--- src/rtl/uart_pkg.sv ---
// Shared types and defaults for the UART transmit scheduler.
// Parity/baud codes match the UART core's encoding.
package uart_pkg;

   typedef enum logic [1:0] {
      PAR_NONE  = 2'b00,
      PAR_ODD   = 2'b01,
      PAR_EVEN  = 2'b10,
      PAR_NONE2 = 2'b11
   } parity_e;

   typedef enum logic [1:0] {
      BAUD_2400  = 2'b00,
      BAUD_4800  = 2'b01,
      BAUD_9600  = 2'b10,
      BAUD_19200 = 2'b11
   } baud_e;

   typedef enum logic [2:0] {
      S_IDLE      = 3'd0,
      S_LOAD      = 3'd1,
      S_START     = 3'd2,
      S_WAIT_DONE = 3'd3,
      S_GAP       = 3'd4
   } state_e;

   typedef struct packed {
      logic [7:0] data;
      logic [1:0] parity;
      logic [1:0] baud;
   } frame_cfg_t;

   localparam int DEF_N_REQ          = 4;
   localparam int DEF_TIMEOUT_CYCLES = 300000;
   localparam int DEF_GAP_CYCLES     = 16;
   localparam int DEF_CNT_W          = 20;

   function automatic logic [2:0] rr_next(
      input logic [2:0] idx,
      input int         n
   );
      if (int'(idx) + 1 >= n) return 3'd0;
      return idx + 3'd1;
   endfunction

endpackage

--- src/rtl/uart_tx_scheduler_rr_arbiter.sv ---
// Combinational round-robin pick: first set req bit at or above
// rr_ptr, wrapping to 0.
module rr_arbiter #(
   parameter int N_REQ = 4
) (
   input  logic [N_REQ-1:0] req,
   input  logic [2:0]       rr_ptr,
   output logic [N_REQ-1:0] gnt,
   output logic [2:0]       gnt_idx,
   output logic             gnt_any
);

   always_comb begin
      int c;
      c       = 0;
      gnt     = '0;
      gnt_idx = '0;
      gnt_any = 1'b0;
      for (int i = 0; i < N_REQ; i++) begin
         c = int'(rr_ptr) + i;
         if (c >= N_REQ) c = c - N_REQ;
         if (!gnt_any && req[c]) begin
            gnt_any = 1'b1;
            gnt[c]  = 1'b1;
            gnt_idx = 3'(c);
         end
      end
   end

endmodule

--- src/rtl/uart_tx_scheduler.sv ---
// Round-robin scheduler sharing one UART transmit path among
// N_REQ requesters, with watchdog and inter-frame gap.
module uart_tx_scheduler
   import uart_pkg::*;
#(
   parameter int N_REQ          = DEF_N_REQ,
   parameter int TIMEOUT_CYCLES = DEF_TIMEOUT_CYCLES,
   parameter int GAP_CYCLES     = DEF_GAP_CYCLES,
   parameter int CNT_W          = DEF_CNT_W
) (
   input  logic                 clk,
   input  logic                 rst_n,
   input  logic [N_REQ-1:0]     req,
   input  logic [8*N_REQ-1:0]   req_data,
   input  logic [2*N_REQ-1:0]   req_parity,
   input  logic [2*N_REQ-1:0]   req_baud,
   output logic [N_REQ-1:0]     grant,
   output logic [N_REQ-1:0]     done,
   output logic                 timeout_err,
   output logic                 busy,
   output logic [2:0]           owner,
   output logic                 send,
   output logic [7:0]           data_in,
   output logic [1:0]           parity_type,
   output logic [1:0]           baud_rate,
   input  logic                 tx_active_flag,
   input  logic                 tx_done_flag
);

   state_e             state_q, state_d;
   logic [CNT_W-1:0]   cnt_q, cnt_d;
   logic [2:0]         rr_ptr_q, rr_ptr_d;
   logic [2:0]         owner_q, owner_d;
   frame_cfg_t         cfg_q, cfg_d;
   logic [N_REQ-1:0]   grant_q, grant_d;
   logic [N_REQ-1:0]   done_q, done_d;
   logic               tmo_q, tmo_d;
   logic               busy_q, busy_d;
   logic               send_q, send_d;
   logic               txd_prev_q;

   logic [N_REQ-1:0]   arb_gnt;
   logic [2:0]         arb_idx;
   logic               arb_any;
   logic               completion;
   logic               expired;

   rr_arbiter #(
      .N_REQ   (N_REQ)
   ) u_arb (
      .req     (req),
      .rr_ptr  (rr_ptr_q),
      .gnt     (arb_gnt),
      .gnt_idx (arb_idx),
      .gnt_any (arb_any)
   );

   // A done level in START means a frame shorter than our reaction time
   assign completion =
      (state_q == S_START && tx_done_flag) ||
      (state_q == S_WAIT_DONE && tx_done_flag && !txd_prev_q);

   assign expired = (cnt_q == CNT_W'(TIMEOUT_CYCLES - 1));

   always_comb begin
      state_d  = state_q;
      cnt_d    = cnt_q;
      rr_ptr_d = rr_ptr_q;
      owner_d  = owner_q;
      cfg_d    = cfg_q;
      grant_d  = '0;
      done_d   = '0;
      tmo_d    = 1'b0;
      busy_d   = busy_q;
      send_d   = send_q;
      unique case (state_q)
         S_IDLE: begin
            if (arb_any) begin
               owner_d      = arb_idx;
               grant_d      = arb_gnt;
               cfg_d.data   = req_data[8*arb_idx +: 8];
               cfg_d.parity = req_parity[2*arb_idx +: 2];
               cfg_d.baud   = req_baud[2*arb_idx +: 2];
               busy_d       = 1'b1;
               state_d      = S_LOAD;
            end
         end
         S_LOAD: begin
            cnt_d   = '0;
            send_d  = 1'b1;
            state_d = S_START;
         end
         S_START, S_WAIT_DONE: begin
            cnt_d = cnt_q + 1'b1;
            if (completion) begin
               done_d[owner_q] = 1'b1;
               send_d          = 1'b0;
               cnt_d           = '0;
               state_d         = S_GAP;
            end else if (expired) begin
               tmo_d   = 1'b1;
               send_d  = 1'b0;
               cnt_d   = '0;
               state_d = S_GAP;
            end else if (state_q == S_START && tx_active_flag) begin
               send_d  = 1'b0;
               state_d = S_WAIT_DONE;
            end
         end
         S_GAP: begin
            if (cnt_q == CNT_W'(GAP_CYCLES - 1)) begin
               rr_ptr_d = rr_next(owner_q, N_REQ);
               busy_d   = 1'b0;
               cnt_d    = '0;
               state_d  = S_IDLE;
            end else begin
               cnt_d = cnt_q + 1'b1;
            end
         end
         default: state_d = S_IDLE;
      endcase
   end

   always_ff @(posedge clk or negedge rst_n) begin
      if (!rst_n) begin
         state_q    <= S_IDLE;
         cnt_q      <= '0;
         rr_ptr_q   <= '0;
         owner_q    <= '0;
         cfg_q      <= '0;
         grant_q    <= '0;
         done_q     <= '0;
         tmo_q      <= 1'b0;
         busy_q     <= 1'b0;
         send_q     <= 1'b0;
         txd_prev_q <= 1'b0;
      end else begin
         state_q    <= state_d;
         cnt_q      <= cnt_d;
         rr_ptr_q   <= rr_ptr_d;
         owner_q    <= owner_d;
         cfg_q      <= cfg_d;
         grant_q    <= grant_d;
         done_q     <= done_d;
         tmo_q      <= tmo_d;
         busy_q     <= busy_d;
         send_q     <= send_d;
         txd_prev_q <= tx_done_flag;
      end
   end

   assign grant       = grant_q;
   assign done        = done_q;
   assign timeout_err = tmo_q;
   assign busy        = busy_q;
   assign owner       = owner_q;
   assign send        = send_q;
   assign data_in     = cfg_q.data;
   assign parity_type = cfg_q.parity;
   assign baud_rate   = cfg_q.baud;

endmodule
--- config.mk ---
export PLATFORM = sky130hd
export DESIGN_NAME = uart_tx_scheduler
export DESIGN_NICKNAME = d
export VERILOG_FILES = /design/src/rtl/uart_pkg.sv /design/src/rtl/uart_tx_scheduler_rr_arbiter.sv /design/src/rtl/uart_tx_scheduler.sv
export SDC_FILE = /design/constraint.sdc
export NUM_CORES = 1
export LEC_CHECK = 0
export CAP_MARGIN = 20
export CELL_PAD_IN_SITES_DETAIL_PLACEMENT = 1
export CELL_PAD_IN_SITES_GLOBAL_PLACEMENT = 1
export CORE_UTILIZATION = 35
export DETAILED_ROUTE_END_ITERATION = 10
export PLACE_DENSITY = 0.86
export SYNTH_ARGS = -nofsm -noshare
export SYNTH_HDL_FRONTEND = slang
export SYNTH_HIERARCHICAL = 1
export SYNTH_SLANG_ARGS = --single-unit
--- constraint.sdc ---
create_clock -name clk -period 3.8 [get_ports clk]
set_input_delay 0.57 -clock clk [delete_from_list [all_inputs] [get_ports clk]]
set_output_delay 0.57 -clock clk [all_outputs]
set_load 0.05 [all_outputs]
# --- Yosys cells after proc, flatten, opt, wreduce, memory -nomap -nowiden ---
# Cells that the tools add are included.
op_classes:
  n_addsub: 10
  multipliers: 0
  div: 0
  order_cmp: 15
  eq_ne: 9
  n_shift: 3
  n_mux: 67
  n_bitwise: 3
  n_reduce_logical: 27
ops:
  columns: ["op", "count"]
  rows:
  - ["32-bit by 1-bit >= comparator with 1-bit output (second input constant)", 4]
  - ["32-bit by 4-bit less-than comparator with 1-bit output (second input constant)", 4]
  - ["32-bit 2-to-1 mux", 4]
  - ["32-bit by 4-bit >= comparator with 1-bit output (second input constant)", 3]
  - ["32-bit by 4-bit subtractor with 32-bit output (second input constant)", 3]
  - ["20-bit 2-to-1 mux", 3]
  - ["20-bit case mux with 3 select lines", 1]
  - ["3-bit 2-to-1 mux", 11]
  - ["4-bit 2-to-1 mux", 8]
  - ["32-bit by 7-bit indexed part select with 8-bit output", 1]
  - ["1-bit 2-to-1 mux", 28]
  - ["20-bit by 1-bit adder with 20-bit output (second input constant)", 1]
  - ["20-bit by 19-bit == test with 1-bit output (second input constant)", 1]
  - ["20-bit by 4-bit == test with 1-bit output (second input constant)", 1]
  - ["8-bit by 5-bit indexed part select with 2-bit output", 2]
  - ["1-bit logical AND", 12]
  - ["4-bit bitwise OR", 3]
  - ["3-bit case mux with 4 select lines", 1]
  - ["1-bit demux with 2-bit select", 5]
  - ["3-bit by 1-bit adder with 4-bit output (second input constant)", 2]
  - ["3-bit by 2-bit adder with 4-bit output (second input constant)", 2]
  - ["1-bit binary-select mux with 2-bit select", 4]
  - ["3-bit by 2-bit == test with 1-bit output (second input constant)", 2]
  - ["2-bit AND reduction", 3]
  - ["18 further kinds", 25]
word_totals:
  register_bits: 53
  latchBits: 0
  ramBits: 0
  rom_bits: 0
  inputBits: 56
  output_inout_bits: 26
  word_cells: 147
  memories: 0

# --- Logic depth before layout (Yosys ltp) ---
# Gate-level depths: netlist of run 1.
logic_depth:
  ltp_word: 17
  mapped_depth: 12
  mapped_depth_nobuf: 8

# --- Modules after synthesis ---
# The synthesis of run 1 kept the hierarchy.
modules_own_cells:
  columns: ["mod", "n_inst", "cells_each", "area_per_inst_um2", "seq_area_each_um2"]
  rows:
  - ["uart_tx_scheduler", 1, 278, 2887.8, 1326.3]
  - ["rr_arbiter", 1, 69, 574.3, 0.0]

# --- Worst setup path after synthesis of run 1 ---
# OpenSTA, ideal clock, no wires.
synth_path:
  path_type: "reg-to-reg"
  startpoint: "register rr_ptr_q[0]"
  endpoint: "register cfg_q (netlist bit data_in[0])"
  setup_time_ns: 0.121
  arrival_time_ns: 3.855
  setup_slack_ns: -0.176
  path_stages_with_launch: 12
  path_buffers: 4
  period_less_slack_ns: 3.976
  cell_sequence: "dfrtp_1 -> buf_6 -> clkbuf_1 -> inv_1 -> ha_1 -> buf_2 -> mux4_2 -> nor2_1 -> o31ai_1 -> buf_1 -> mux4_2 -> a22o_1"
synth_between:
  elab_chain_cells: 16
  elab_cells_between_ends: 43
  cone_classes: "add/sub: 7; order compare: 4; shift: 1; mux: 24; reduce/logical: 7"
synth_rtl:
  columns: ["element", "line_no", "text"]
  rows:
  - ["start, declared", "uart_tx_scheduler.sv:32", "logic [2:0] rr_ptr_q, rr_ptr_d;"]
  - ["start signal, assigned", "uart_tx_scheduler.sv:140", "rr_ptr_q <= rr_ptr_d;"]
  - ["parallel branches: the longest is 14 deep, another holds 32-bit by 4-bit subtractor with 32-bit output", null, null]
  - ["3-bit 2-to-1 mux (*)", "uart_tx_scheduler_rr_arbiter.sv:22", "if (!gnt_any && req[c]) begin"]
  - ["named net arb_idx[0]", "uart_tx_scheduler.sv:43", "logic [2:0] arb_idx;"]
  - ["32-bit by 7-bit indexed part select with 8-bit output (*)", "uart_tx_scheduler.sv:81", "cfg_d.data = req_data[8*arb_idx +: 8];"]
  - ["end signal, assigned", "uart_tx_scheduler.sv:142", "cfg_q <= cfg_d;"]
  - ["end, declared", "uart_tx_scheduler.sv:34", "frame_cfg_t cfg_q, cfg_d;"]
# Mark *: on every way through the listed nets, which the timed path passes. The select of a mux whose other input is x is not followed.
# A chain may end at the register's enable or synchronous reset.

# --- Worst setup path in the final report of run 1 ---
layout_path:
  startpoint: "register rr_ptr_q[1]"
  endpoint: "register cfg_q (netlist bit parity_type[1])"
layout_between:
  elab_chain_cells: 16
  elab_cells_between_ends: 43
  cone_classes: "add/sub: 7; order compare: 4; shift: 1; mux: 24; reduce/logical: 7"
layout_rtl:
  columns: ["element", "line_no", "text"]
  rows:
  - ["parallel branches: the longest is 14 deep, another holds 32-bit by 4-bit subtractor with 32-bit output", null, null]
  - ["3-bit 2-to-1 mux (*)", "uart_tx_scheduler_rr_arbiter.sv:22", null]
  - ["named net arb_idx[0]", "uart_tx_scheduler.sv:43", null]
  - ["8-bit by 5-bit indexed part select with 2-bit output (*)", "uart_tx_scheduler.sv:82", "cfg_d.parity = req_parity[2*arb_idx +: 2];"]
# Marks and branches as above.

==> metrics.txt, run 1 <==
commonest non-fill, non-tap cell in the layout clkdlybuf4s50_1; WP data required ~4000 ps; Crit. Startpoint rr_ptr_q[1]; Worst-path clk slew 110 ps; Comb pwr share 51.8%; max-cap violations 0; H-Tree Depth 2; Clock Skews 14.3 ps; period utilization 87.8%; GP Congestion between 0.8 and 0.9; Pwr Total roughly 0.0025 W; # DRC 0; RR Startpoint rr_ptr_q[1]; fin util around half; CTS tree built; syn_area_per_cell ~10 sq um; sw power 0.00113 W; core area 9420 sq um; footprint of the multi-input gates 2000 sq um; unrepaired setup endpoints after global routing no; Clock Latency Late Sink between 300 and 400 ps; Clock Tree Buf Depth 2; placed cell count 547; cells after synthesis 347; dominant cell type by area after synthesis dfrtp_1; clock share of power 14.4%; slew margin rel. 35.6%; VDD IR max 368 uV; Num CTS Buffers 5; synth top area cells dfrtp_1, mux4_2, ha_1, nand2_1, a22o_1; register area 1330 sq um; Layout area overhead 30.6%; postcts setup bufs 0; final wirelength 9810 microns; register area share after synthesis 38.3%; Worst Hold Class input port to asynchronous set/reset pin; number of DRC markers in iteration 0 145; Hold Vio Cnt, Final 0; Nets 496; worst-path fanout max 13; pwr dens 543 nW/um^2; 1st-pass router iterations 4; worst-margin pin slew 962 ps; flops & latches, synth 53; largest net degree at the start of global routing 37; Sw Ratio 46.2%; dpl hpwl 7740 microns; share of cells above drive strength 1 11.7%; total number of vias 3,112; TritonCTS Sinks 53; # setup viols final 0; GRT Util Overall 20.8%; Resize count post-CTS 0; initial antenna violation count 0; first-pass GRT wire length 16,500 microns; post-synth net total approximately 420; die area just over 10,000 sq um; remaining antenna violation count 0; Post-synth EDFFs 0; Final min period 3330 ps; Hold WS ~170 ps; Setup crit start kind flip-flop; status finished clean; root buffer cell clkbuf_8; max-slew violation count 0; library cells used by synthesis 57; Reg2Reg Depth 9; FF-to-FF End parity_type[1]; DR WL/cell around 18 microns; # diodes 0; commonest cells after routing, fill and taps aside clkdlybuf4s50_1, dfrtp_1, nand2_1, nor2_1; Leakage Power 1.89 nW; Netlist Area Pre-Place 3460 sq um; setup TNS 0 ps; reg2reg setup slack 470 ps; vias in the first global route 3,450; grt ovf 0; Die Wd 101 microns; fin cells 556; P_int 0.00132 W; end of the critical path parity_type[1]; f_max 300 MHz; row cnt 35; async set-reset flop share out of synthesis 100%; height of the die 101 microns; Yosys top cell area share 38.3%; Vias/cell between 5 and 6; Fill cells around 1,000; port buffer count a little over 80; Initial Util a little under two fifths; hold buffers post-CTS 0; CP Class flip-flop to flip-flop; I/O pin cnt 82; arrival time worst endpoint roughly 3500 ps; most common flop cell mapped by yosys dfrtp_1; Crit. End Element flip-flop; Reg power frac approximately 34%; Synthesis Warnings 6
-- final cells by class --
| class | count | share of cell area, % |
|---|---|---|
| multi-input combinational | 259 | 44.1 |
| sequential | 53 | 29.3 |
| timing repair buffer | 91 | 19.5 |
| tap | 129 | 3.57 |
| clock buffer | 5 | 1.52 |
| inverter | 16 | 1.33 |
| clock inverter | 3 | 0.636 |
-- critical path, stage by stage, from the launching register on --
cell and delay, ps:
dfrtp_1 360, inv_1 110, ha_1 500, mux4_2 680
nor2b_4 220, o21ai_0 150, o31ai_4 80, buf_4 290
mux4_2 560, a22o_1 240
-- flip-flops by register name, summed over array words and instances (netlist names) --
register,flops
owner,3
parity_type,2
baud_rate,2
state_q,3
busy,1
timeout_err,1
cnt_q,20
send,1
done,4
grant,4
txd_prev_q,1
data_in,8
rr_ptr_q,3
-- stage by stage --
stage	area, sq um	setup WS, ps
global route	4520	362
detailed placement	4420	319
global placement	4420	483
floorplan	3460	35.8
finish	4520	465
CTS	4510	478
-- per-layer routing --
metal / up-vias / GRT usage, % / share of wire (%) / wire [microns]
li1: 1441 / - / - / -
met1: 1546 / 22.5 / 39 / 3840
met2: 101 / 38.7 / 53 / 5160
met3: 24 / 5.04 / 5.1 / 504
met4: 0 / 8.81 / 3.2 / 310
met5: - / 0 / 0 / 0
-- synthesized netlist by cell type (6+ instances only) --
| master | instances |
|---|---|
| o22ai_1 | 10 |
| ha_1 | 14 |
| nand3_1 | 12 |
| dfrtp_1 | 53 |
| nand2_1 | 38 |
| clkbuf_1 | 10 |
| and2_1 | 14 |
| a22o_1 | 13 |
| nor3_1 | 7 |
| o21ai_0 | 14 |
| nand4_1 | 6 |
| nor2b_1 | 7 |
| inv_1 | 16 |
| nor2_1 | 24 |
| mux4_2 | 16 |
| and3_1 | 10 |
-- power by group through the flow --
stage	Combinational (W)	Sequential [W]	Clock, W
final	0.00127	0.000828	0.000354
after CTS	0.00128	0.000830	0.000363
after floorplan	0.000531	0.00110	0
after detailed placement	0.00128	0.000837	0
after global routing	0.00136	0.000850	0.000384
after global placement	0.00123	0.000826	0
-- how the worst min path moves through the flow --
stage                     from      endpoint  slack [ps]  cells after the start
floorplan                rst_n  baud_rate[0]         270                      0
global placement    data_in[5]    data_in[5]         490                      1
detailed placement  data_in[6]    data_in[6]         510                      1
CTS                      rst_n     cnt_q[13]         180                      1
global route             rst_n       done[2]         190                      1
finish                   rst_n     cnt_q[14]         170                      1
-- logic make-up (layout without fill, tap and decap cells) --
group,Yosys count,after routing,share of synthesized area (%)
XOR/XNOR,5,5,1.26
AND/OR/NAND/NOR,137,137,21.1
multiplexers,26,26,13.5
adder cells (fa/ha/maj),14,14,5.06
flip-flops,53,53,38.3
buffers and inverters,35,115,4.45
AO/OA/AOI/OAI,77,77,16.3
Note: power is estimated with default switching activity, not from simulation.
==> run 2, diff against run 1 <==
--- a/config.mk
+++ b/config.mk
@@ -8,6 +8,7 @@
 export CAP_MARGIN = 20
 export CELL_PAD_IN_SITES_DETAIL_PLACEMENT = 1
 export CELL_PAD_IN_SITES_GLOBAL_PLACEMENT = 1
+export CORE_ASPECT_RATIO = 1.25
 export CORE_UTILIZATION = 35
 export DETAILED_ROUTE_END_ITERATION = 10
 export PLACE_DENSITY = 0.86
==> run 2 against run 1 <==
Compared with the run above: core utilization down 0.36 points; die area about the same; combinational power about the same; hold slack better by 240 ps; count of clock-buffer cells in the layout unchanged; sequential power down 0.7%; via count up 0.13%; highest routed layer unchanged.
==> metrics.txt, run 2 (synthesis results as in run 1) <==
status finished clean; commonest non-fill, non-tap cell in the layout clkdlybuf4s50_1; f_max about 310 MHz; dpl hpwl 7280 microns; CTS tree built; height of the die ~110 microns; CP Class flip-flop to flip-flop; end of the critical path data_in[6]; number of DRC markers in iteration 0 139; GP Congestion 0.801; fin cells 552; worst-margin pin slew between 900 and 1000 ps; arrival time worst endpoint 3410 ps; Worst-path clk slew around 70 ps; max-slew violation count 0; Setup crit start kind flip-flop; vias in the first global route 3,270; port buffer count 81; Reg2Reg Depth 9; postcts setup bufs 0; RR Startpoint rr_ptr_q[1]; H-Tree Depth 2; max-cap violations 0; Clock Skews 11.4 ps; max reg flops 20; Clock Latency Late Sink 300 ps; Hold WS 403 ps; Vias/cell ~5.6; remaining antenna violation count 0; worst-path fanout max 13; core area 9610 sq um; initial antenna violation count 0; Clock Tree Buf Depth 2; VDD IR max approximately 270 uV; Worst Hold Class input port to asynchronous set/reset pin; I/O pin cnt 82; FF-to-FF End data_in[6]; Crit. Startpoint rr_ptr_q[1]; Largest Register cnt_q; commonest cells after routing, fill and taps aside clkdlybuf4s50_1, dfrtp_1, nand2_1, nor2_1; total number of vias 3,116; Leakage Power around 1.9 nW; pwr dens approximately 570 nW/um^2; DR WL/cell approximately 17 microns; Crit. End Element flip-flop; Nets 496; reg2reg setup slack ~580 ps; unrepaired setup endpoints after global routing no; 1st-pass router iterations 4; Hold Vio Cnt, Final 0; TritonCTS Sinks 53; die area 10,300 sq um; setup TNS 0 ps; largest net degree at the start of global routing 41; first-pass GRT wire length 15,900 microns; # diodes 0; placed cell count approximately 550; Num CTS Buffers 5; period utilization 84.7%; root buffer cell clkbuf_16; WP data required 3990 ps; slew margin rel. 39.7%; # setup viols final 0; Initial Util roughly 36%; row cnt 40; GRT Util Overall 19.3%; Final min period 3220 ps; final wirelength 9480 microns; share of cells above drive strength 1 11.5%; grt ovf 0; # DRC 0; Resize count post-CTS 0; Layout area overhead 32.3%; hold buffers post-CTS 0; Die Wd 91.0 microns
## run 2: layer usage
layer	track usage, %	part of all wire (%)
met5	0	0
met4	7.09	2.2
met3	4.17	4.5
met2	36.3	54
met1	21.2	39
## run 2: cell type report
class	count	area (sq um)
Clock inverter	2	35.0
Timing Repair Buffer	91	881
Fill cell	1073	5030
Sequential cell	53	1330
Multi-Input combinational cell	259	2000
Inverter	16	60.1
Tap cell	126	158
Clock buffer	5	125
## run 2: where the power goes
| part | internal (W) | total (W) | switching (W) |
|---|---|---|---|
| clock network | 0.000306 | 0.000511 | 0.000205 |
| logic | 0.000482 | 0.00126 | 0.000774 |
| registers | 0.000697 | 0.000822 | 0.000124 |
| total | 0.00149 | 0.00259 | 0.00110 |
## run 2: how the worst min path moves through the flow
stage / startpoint / to / depth (start not counted) / slack, ps
4_1_cts: rst_n / cnt_q[17] / 1 / 440
2_1_floorplan: rst_n / baud_rate[0] / 0 / 270
5_1_grt: rst_n / cnt_q[17] / 1 / 480
3_5_place_dp: data_in[3] / data_in[3] / 1 / 500
3_3_place_gp: data_in[7] / data_in[7] / 1 / 490
6_report: rst_n / cnt_q[17] / 1 / 400
## run 2: critical path: stages (launching register included)
cell,delay (ps)
dfrtp_1,340
inv_1,100
ha_1,500
mux4_2,670
nor2b_4,210
o21ai_0,150
o31ai_4,90
buf_4,290
mux4_2,540
a22o_1,210
## run 2: through the flow
stage               area (sq um)  utilization [%]  setup slack [ps]  power (W)
CTS                         4580             47.7               553    0.00262
global route                4580             47.7               395    0.00274
finish                      4580             47.7               580    0.00259
floorplan                   3460                -              35.8    0.00164
detailed placement          4420             46.0               349    0.00210
global placement            4420             46.0               478    0.00206
